`config.mk`:
```
export PLATFORM = sky130hd
export DESIGN_NAME = com_uart_rx
export DESIGN_NICKNAME = d
export VERILOG_FILES = /design/src/rtl/com_uart_rx.sv
export SDC_FILE = /design/constraint.sdc
export NUM_CORES = 1
export LEC_CHECK = 0
export ABC_AREA = 1
export BUFFER_PORTS_ARGS = -buffer_cell sky130_fd_sc_hd__buf_2
export CAP_MARGIN = 15
export CORE_AREA = 2 2 104 106
export DETAILED_ROUTE_END_ITERATION = 10
export DIE_AREA = 0 0 106 108
export GPL_ROUTABILITY_DRIVEN = 0
export GPL_TIMING_DRIVEN = 0
export PLACE_DENSITY = 0.65
export SYNTH_ARGS = -nofsm -noshare
export SYNTH_HDL_FRONTEND = slang
export SYNTH_SLANG_ARGS = --single-unit
```
`constraint.sdc`:
```
create_clock -name clk -period 2.2 [get_ports clk]
set_input_delay 0.66 -clock clk [delete_from_list [all_inputs] [get_ports clk]]
set_output_delay 0.66 -clock clk [all_outputs]
set_load 0.01 [all_outputs]
```
`src/rtl/com_uart_rx.sv`:
```
// com_uart_rx: 8N1 serial receiver with a first-word fall-through byte FIFO.
// Raises a level interrupt while bytes are pending. Keeps sticky overrun
// and framing-error flags until they are cleared or the block is reset.
module com_uart_rx #(
    parameter int unsigned DIV   = 16,  // clocks per bit, even and >= 4
    parameter int unsigned DEPTH = 8    // FIFO entries, power of two
) (
    input  logic       clk,
    input  logic       rst,
    input  logic       rxd,
    input  logic       rd_en,
    input  logic       err_clr,
    output logic [7:0] data_o,
    output logic       empty_o,
    output logic       int_o,
    output logic       overrun_o,
    output logic       frame_err_o
);

    localparam int unsigned TW = $clog2(DIV);
    localparam int unsigned AW = $clog2(DEPTH);
    localparam int unsigned CW = AW + 1;

    localparam logic [TW-1:0] HALF_M1  = TW'(DIV / 2 - 1);
    localparam logic [TW-1:0] FULL_M1  = TW'(DIV - 1);
    localparam logic [CW-1:0] CNT_FULL = CW'(DEPTH);

    typedef enum logic [2:0] {
        S_IDLE,
        S_START,
        S_DATA,
        S_STOP,
        S_BREAK
    } state_t;

    logic          r_sync1;
    logic          r_rxs;
    state_t        r_state;
    logic [TW-1:0] r_timer;
    logic [2:0]    r_bit_idx;
    logic [7:0]    r_shift;
    logic          r_frame_err;
    logic          r_overrun;
    logic [7:0]    r_mem [DEPTH];
    logic [AW-1:0] r_wr_ptr;
    logic [AW-1:0] r_rd_ptr;
    logic [CW-1:0] r_count;

    logic w_stop_tick;
    logic w_push;
    logic w_fe_set;
    logic w_empty;
    logic w_full;
    logic w_pop;
    logic w_wr;
    logic w_ovr_set;

    // Two-flop synchroniser for the asynchronous serial line (idles high)
    always_ff @(posedge clk or negedge rst) begin
        if (!rst) begin
            r_sync1 <= 1'b1;
            r_rxs   <= 1'b1;
        end else begin
            r_sync1 <= rxd;
            r_rxs   <= r_sync1;
        end
    end

    // The push lands on the same edge that ends the stop-sample cycle, so
    // the stop decision is taken combinationally from the FSM state here.
    assign w_stop_tick = (r_state == S_STOP) && (r_timer == FULL_M1);
    assign w_push      = w_stop_tick && r_rxs;
    assign w_fe_set    = w_stop_tick && !r_rxs;

    assign w_empty   = (r_count == '0);
    assign w_full    = (r_count == CNT_FULL);
    assign w_pop     = rd_en && !w_empty;
    assign w_wr      = w_push && (!w_full || w_pop);
    assign w_ovr_set = w_push && w_full && !w_pop;

    // Receive FSM: start detect, mid-bit sampling, LSB-first shift, stop check
    always_ff @(posedge clk or negedge rst) begin
        if (!rst) begin
            r_state   <= S_IDLE;
            r_timer   <= '0;
            r_bit_idx <= '0;
            r_shift   <= '0;
        end else begin
            case (r_state)
                S_IDLE: begin
                    r_timer <= '0;
                    if (!r_rxs) begin
                        r_state <= S_START;
                    end
                end
                S_START: begin
                    if (r_timer == HALF_M1) begin
                        r_timer <= '0;
                        if (!r_rxs) begin
                            r_state   <= S_DATA;
                            r_bit_idx <= '0;
                        end else begin
                            r_state <= S_IDLE;
                        end
                    end else begin
                        r_timer <= r_timer + TW'(1);
                    end
                end
                S_DATA: begin
                    if (r_timer == FULL_M1) begin
                        r_timer <= '0;
                        r_shift <= {r_rxs, r_shift[7:1]};
                        if (r_bit_idx == 3'd7) begin
                            r_state <= S_STOP;
                        end else begin
                            r_bit_idx <= r_bit_idx + 3'd1;
                        end
                    end else begin
                        r_timer <= r_timer + TW'(1);
                    end
                end
                S_STOP: begin
                    if (r_timer == FULL_M1) begin
                        r_timer <= '0;
                        r_state <= r_rxs ? S_IDLE : S_BREAK;
                    end else begin
                        r_timer <= r_timer + TW'(1);
                    end
                end
                S_BREAK: begin
                    r_timer <= '0;
                    if (r_rxs) begin
                        r_state <= S_IDLE;
                    end
                end
                default: begin
                    r_state <= S_IDLE;
                    r_timer <= '0;
                end
            endcase
        end
    end

    // Sticky error flags; a new error in the clear cycle wins over the clear
    always_ff @(posedge clk or negedge rst) begin
        if (!rst) begin
            r_frame_err <= 1'b0;
            r_overrun   <= 1'b0;
        end else begin
            if (w_fe_set) begin
                r_frame_err <= 1'b1;
            end else if (err_clr) begin
                r_frame_err <= 1'b0;
            end
            if (w_ovr_set) begin
                r_overrun <= 1'b1;
            end else if (err_clr) begin
                r_overrun <= 1'b0;
            end
        end
    end

    // FIFO storage and pointers; a pop frees the slot for a same-cycle push
    always_ff @(posedge clk or negedge rst) begin
        if (!rst) begin
            for (int unsigned i = 0; i < DEPTH; i++) begin
                r_mem[i] <= '0;
            end
            r_wr_ptr <= '0;
            r_rd_ptr <= '0;
            r_count  <= '0;
        end else begin
            if (w_wr) begin
                r_mem[r_wr_ptr] <= r_shift;
                r_wr_ptr        <= r_wr_ptr + AW'(1);
            end
            if (w_pop) begin
                r_rd_ptr <= r_rd_ptr + AW'(1);
            end
            case ({w_wr, w_pop})
                2'b10:   r_count <= r_count + CW'(1);
                2'b01:   r_count <= r_count - CW'(1);
                default: r_count <= r_count;
            endcase
        end
    end

    assign data_o      = r_mem[r_rd_ptr];
    assign empty_o     = w_empty;
    assign int_o       = !w_empty;
    assign overrun_o   = r_overrun;
    assign frame_err_o = r_frame_err;

endmodule

```
Word level (Yosys, flattened, before mapping)
Cells that the tools add are included.

Memories: 0. Bits in read-only memories: 0. Bits in latches: 0. Logic and storage cells: 98. Output and inout bits: 12. Register bits after elaboration: 96. Bits in writable memories: 0.

Order comparisons: 3. Bitwise gates (word level): 2. Shift operators: 0. Equal/unequal tests: 18. Reductions and logical operators: 23. Divide/modulo/power cells: 0. Mux-type cells: 27. $add $sub $neg: 6. Multipliers: 0.

Operators with widths (count): $bwmux W64 (1); $mux W3 (11); $bmux W8 S3 (1); $demux W8 S3 (1); $mux W8 (3); $pmux W4 S2 (2); $pmux W3 S5 (1); $ne A2 B2 Y1 const B (7); $add A3 B1 Y3 const B (3); $add A4 B1 Y4 const B (2); $eq A4 B4 Y1 const B (2); $ge A4 B4 Y1 const B (2); $logic_and A1 B1 Y1 (8); $mux W4 (2); $not A3 Y4 (2); $reduce_bool A2 Y1 (4); $eq A3 B2 Y1 const B (2); $eq A3 B3 Y1 const B (2); $pmux W3 S2 (1); $reduce_and A6 Y1 (1); $reduce_and A5 Y1 (1); $eq A4 B3 Y1 const B (1); $logic_not A1 Y1 (4); $logic_not A4 Y1 (1); other kinds (12) (14).

Logic depth before layout (Yosys ltp)
Depth in word-level cells: 7. Depth in mapped cells: 15. Mapped depth without buffers: 14.

Worst setup path after synthesis
OpenSTA, ideal clock, no wires.

Kind: register to register. Start point: reg r_timer[0]. End point: reg r_count[2]. Period minus slack after synthesis: 2194 ps. Stages on the path, launching flop included: 13. Setup time: 129 ps. Data arrival time: 2065 ps. Slack: 6 ps. Data required time: 2071 ps. Cell sequence: dfrtp_1 > ha_1 > nand3_2 > nor3_4 > buf_12 > nand2_4 > ha_1 > nor2_1 > nor2_1 > ha_1 > a21oi_1 > xor2_1 > o21ai_0.

Cells in the longest elaborated chain, start to end: 6. Elaborated cells between the ends (all ways): 8. Those cells by class: eq/ne: 3; mux: 1; reduce/logical: 4.

RTL lines: from (decl) (RTL line 39) `logic [TW-1:0] r_timer;`; from (signal assigned) (RTL line 106) `r_timer <= r_timer + TW'(1);`; from (signal assigned) (RTL line 119) `r_timer <= r_timer + TW'(1);`; from (signal assigned) (RTL line 127) `r_timer <= r_timer + TW'(1);`; $eq A4 B4 Y1 * (RTL line 71) `assign w_stop_tick = (r_state == S_STOP) && (r_timer == FULL_M1);`; $logic_and A1 B1 Y1 * (RTL line 71); $logic_and A1 B1 Y1 * (RTL line 72) `assign w_push = w_stop_tick && r_rxs;`; $logic_and A1 B1 Y1 * (RTL line 78) `assign w_wr = w_push && (!w_full || w_pop);`; $eq A2 B1 Y1 / $eq A2 B2 Y1 (equally long branches) (RTL line 180) `case ({w_wr, w_pop})`; $pmux W4 S2 / $reduce_bool A2 Y1 (equally long branches); to (signal assigned) (RTL line 181) `2'b10: r_count <= r_count + CW'(1);`; to (signal assigned) (RTL line 182) `2'b01: r_count <= r_count - CW'(1);`; to (signal assigned) (RTL line 183) `default: r_count <= r_count;`; to (decl) (RTL line 47) `logic [CW-1:0] r_count;`.

Mark *: on every way between the ends. The rest lies on a longest branch, timed or not. A chain may end at the register's enable or synchronous reset.

Worst setup path in the final report
Start point: reg r_rd_ptr[0]. End point: out data_o[2].

Cells in the longest elaborated chain, start to end: 4.

RTL lines: from (decl) (RTL line 46) `logic [AW-1:0] r_rd_ptr;`; from (signal assigned) (RTL line 178) `r_rd_ptr <= r_rd_ptr + AW'(1);`; $not A3 Y4 (implied by the code) (RTL line 188) `assign data_o = r_mem[r_rd_ptr];`; $bmux W8 S3 (RTL line 188); $mux W8 (implied by the code) (2 in series) (RTL line 188); to (decl) (RTL line 13) `output logic [7:0] data_o,`.

Every way passes these cells. The select of a mux whose other input is x is not followed.

==> impl_metrics.py <==
metrics = {
    "run_status": {
        "status": "finished, violations left",
        "violations": "negative setup slack",
    },
    "cells_and_area": {
        "antennaDiodeCount": 0,
        "syn_to_final_growth_pct": 18.2,
        "finalNonFillerCells": 800,
        "fill_cells": 938,
        "nets": 672,
        "regArea_um2": 2410,
        "final_util_pct": 58.5,
        "multi_input_area_um2": 2500,
        "drive_gt1_share_pct": 23.9,
    },
    "clock_network": {
        "cts_hold_buf": 0,
        "cts-root-buf": "clkbuf_8",
        "htreeDepth": 3,
        "cts.sinks": 96,
        "clk_path_buf_depth": 2,
        "cts_buffers": 9,
        "clk_pin_slew_ns": 0.10,
        "clk_latency_ns": 0.38,
        "cts_tree": "built",
    },
    "worst_setup_path": {
        "reg2reg_from": "r_timer[0]$_DFF_PN0_",
        "worstPathMaxFanout": 10,
        "rrSetupSlack_ns": 0.11,
        "cp-end-kind": "primary output",
        "startpoint_type": "flop",
        "r2r.worst_path.cells": 13,
        "path_class": "reg -> out",
        "timing.rr.end": "r_count[2]$_DFFE_PN0P_",
        "cp.arrival_ns": 1.69,
        "required_ns": 1.54,
    },
    "die": {
        "rows": 37,
        "die_y_um": 108,
        "die_w_um": 106,
        "core_um2": 10200,
        "die_area_um2": 11400,
        "io_pins": 17,
        "start_util_pct": 49.5,
    },
    "grt": {
        "grt_first_pass_wirelength_um": 21900,
        "track_usage_pct": 25.1,
        "grt_pass1_vias": 4225,
        "grt_overflow_total": 0,
        "antenna_found_initial": 0,
        "grt_start_max_net_pins": 62,
    },
    "placement": {
        "dpl.hpwl_um": 9040,
        "portBuffers": 16,
        "dp.cells": 770,
    },
    "run": {
        "drv_cap": 0,
    },
    "timing": {
        "max_freq_mhz": 425,
        "post-route-period-util_pct": 107,
        "rsz0062_at_grt": "yes",
        "tns_ns": -1.17,
        "worstMarginPinSlew_ns": 0.528,
        "slew_violations": 0,
        "fin_skew_ns": 0.0126,
        "final-hold-violation-count": 0,
        "layout_setup_ws_ns": -0.151,
        "period_needed_ns": 2.35,
        "setup_violations": 8,
        "fin_hold_ws_ns": 0.241,
        "relSlewSlack_pct": 64.8,
    },
    "yosys": {
        "avgSynthCellArea_um2": 8.21,
        "yosys.area.top_type": "dfrtp_1",
        "syn-num-nets": 630,
        "synth_edf_count": 0,
        "synthCells": 617,
        "synthTopCellsByArea": "dfrtp_1, nand2_1, nand4_1",
        "synthFlopType": "dfrtp_1",
        "yosys_warnings": 0,
        "synth_area_um2": 5060,
        "synth_top_area_share_pct": 46.4,
        "yosysSeqAreaShare_pct": 47.5,
        "ys_types": 33,
        "synth_common_cells": "nand2_1, dfrtp_1, nor2_1",
        "synthMostInstantiatedCell": "nand2_1",
        "ys_seq_elements": 96,
        "synthArstFlopShare_pct": 100,
    },
    "route": {
        "vias": 4374,
        "drt_wl_total_um": 13600,
        "first_iter_violations": 330,
        "ant_nets": 0,
        "vias_per_cell": 5.47,
        "wl_per_cell_um": 17.0,
        "drt_first_pass_iters": 5,
        "drcViolationCount": 0,
    },
    "worst_hold_path": {
        "hp-class": "in -> async",
    },
    "pwr": {
        "p_leak_nw": 3.00,
        "ir_worst_vdd_v": 0.000709,
        "total_power_mw": 6.04,
        "powerDensity_nw_per_um2": 1010,
    },
}
## final cells by class
class	instances	area share, %
Inverter	27	1.73
Sequential cell	96	40.3
Buffer	36	6.21
Tap cell	136	2.84
Multi-Input combinational cell	458	41.8
Clock inverter	2	0.627
Timing Repair Buffer	31	3.85
Clock buffer	14	2.72
## report_power, final
part / internal (mW) / total (mW) / switching, mW
clock: 0.590 / 1.21 / 0.622
combinational: 1.08 / 2.72 / 1.64
sequential: 1.91 / 2.11 / 0.203
## cells by family after synthesis
kind of cell / Yosys count / share of synthesized area (%)
and+or+nand+nor: 376 / 34.9
DFF: 96 / 47.5
AOI/OAI and AO/OA: 67 / 6.74
buffers and inverters: 63 / 7.71
adders and majority gates: 8 / 1.98
xor gates and xnor gates: 7 / 1.21
## per-layer routing
layer  part of all wire (%)  routed length [um]  track usage, %  up-vias
li1                       -                   -               -     2139
met1                     44                6020            34.1     2111
met2                     50                6770            41.7      106
met3                    4.2                 568            3.68       18
met4                    1.5                 207            8.18        0
met5                      0                   0               0        -
## worst max-delay path: stages (launching register included)
cell and delay (ns):
dfrtp_2 0.51, inv_4 0.14, buf_8 0.15, nor2_1 0.07, o21ai_2 0.19, nand2_1 0.07, nand2_1 0.06, buf_2 0.12
## flip-flops by register name (all words and copies together), names as in the netlist
register,flops
r_bit_idx,3
r_wr_ptr,3
r_state,3
r_sync1,1
r_mem,64
overrun_o,1
r_rd_ptr,3
r_shift,8
r_rxs,1
r_count,4
frame_err_o,1
r_timer,4
## cells in the final DEF, fill, tap and decap left out, types with 5 or more instances in the layout
cell type / count
nand3_1: 10
o21ai_1: 20
dfrtp_1: 90
buf_8: 8
ha_1: 5
o21ai_2: 17
clkbuf_8: 11
nand3_4: 9
clkbuf_2: 5
inv_1: 21
buf_4: 17
nor2_4: 6
o21ai_0: 18
buf_2: 22
a21oi_1: 5
nor2_2: 23
nor2_1: 48
buf_12: 6
nand2_1: 208
nand4_1: 64
## per-stage QoR
stage	cell area, um2	setup slack [ns]
5_1_grt	5990	-0.249
4_1_cts	5750	-0.145
3_3_place_gp	5320	-0.542
6_report	5990	-0.151
3_5_place_dp	5350	-0.276
2_1_floorplan	5060	0.00582
## worst max path at each step
stage                                  end  depth (start not counted)               startpoint
floorplan           r_count[2]$_DFFE_PN0P_                         12     r_timer[0]$_DFF_PN0_
global placement      r_timer[1]$_DFF_PN0_                          1                      rst
detailed placement  r_count[2]$_DFFE_PN0P_                         13                    rd_en
CTS                              data_o[7]                          7  r_rd_ptr[0]$_DFFE_PN0P_
global route                     data_o[3]                          7  r_rd_ptr[1]$_DFFE_PN0P_
finish                           data_o[2]                          7  r_rd_ptr[0]$_DFFE_PN0P_
## timing repair
action,CTS,global route
gates resized for setup,72,64
pin swaps,4,16
endpoints found under the setup margin,11,9
buffers inserted,6,6
cloned,2,0
Power figures use the tool's default switching activity.
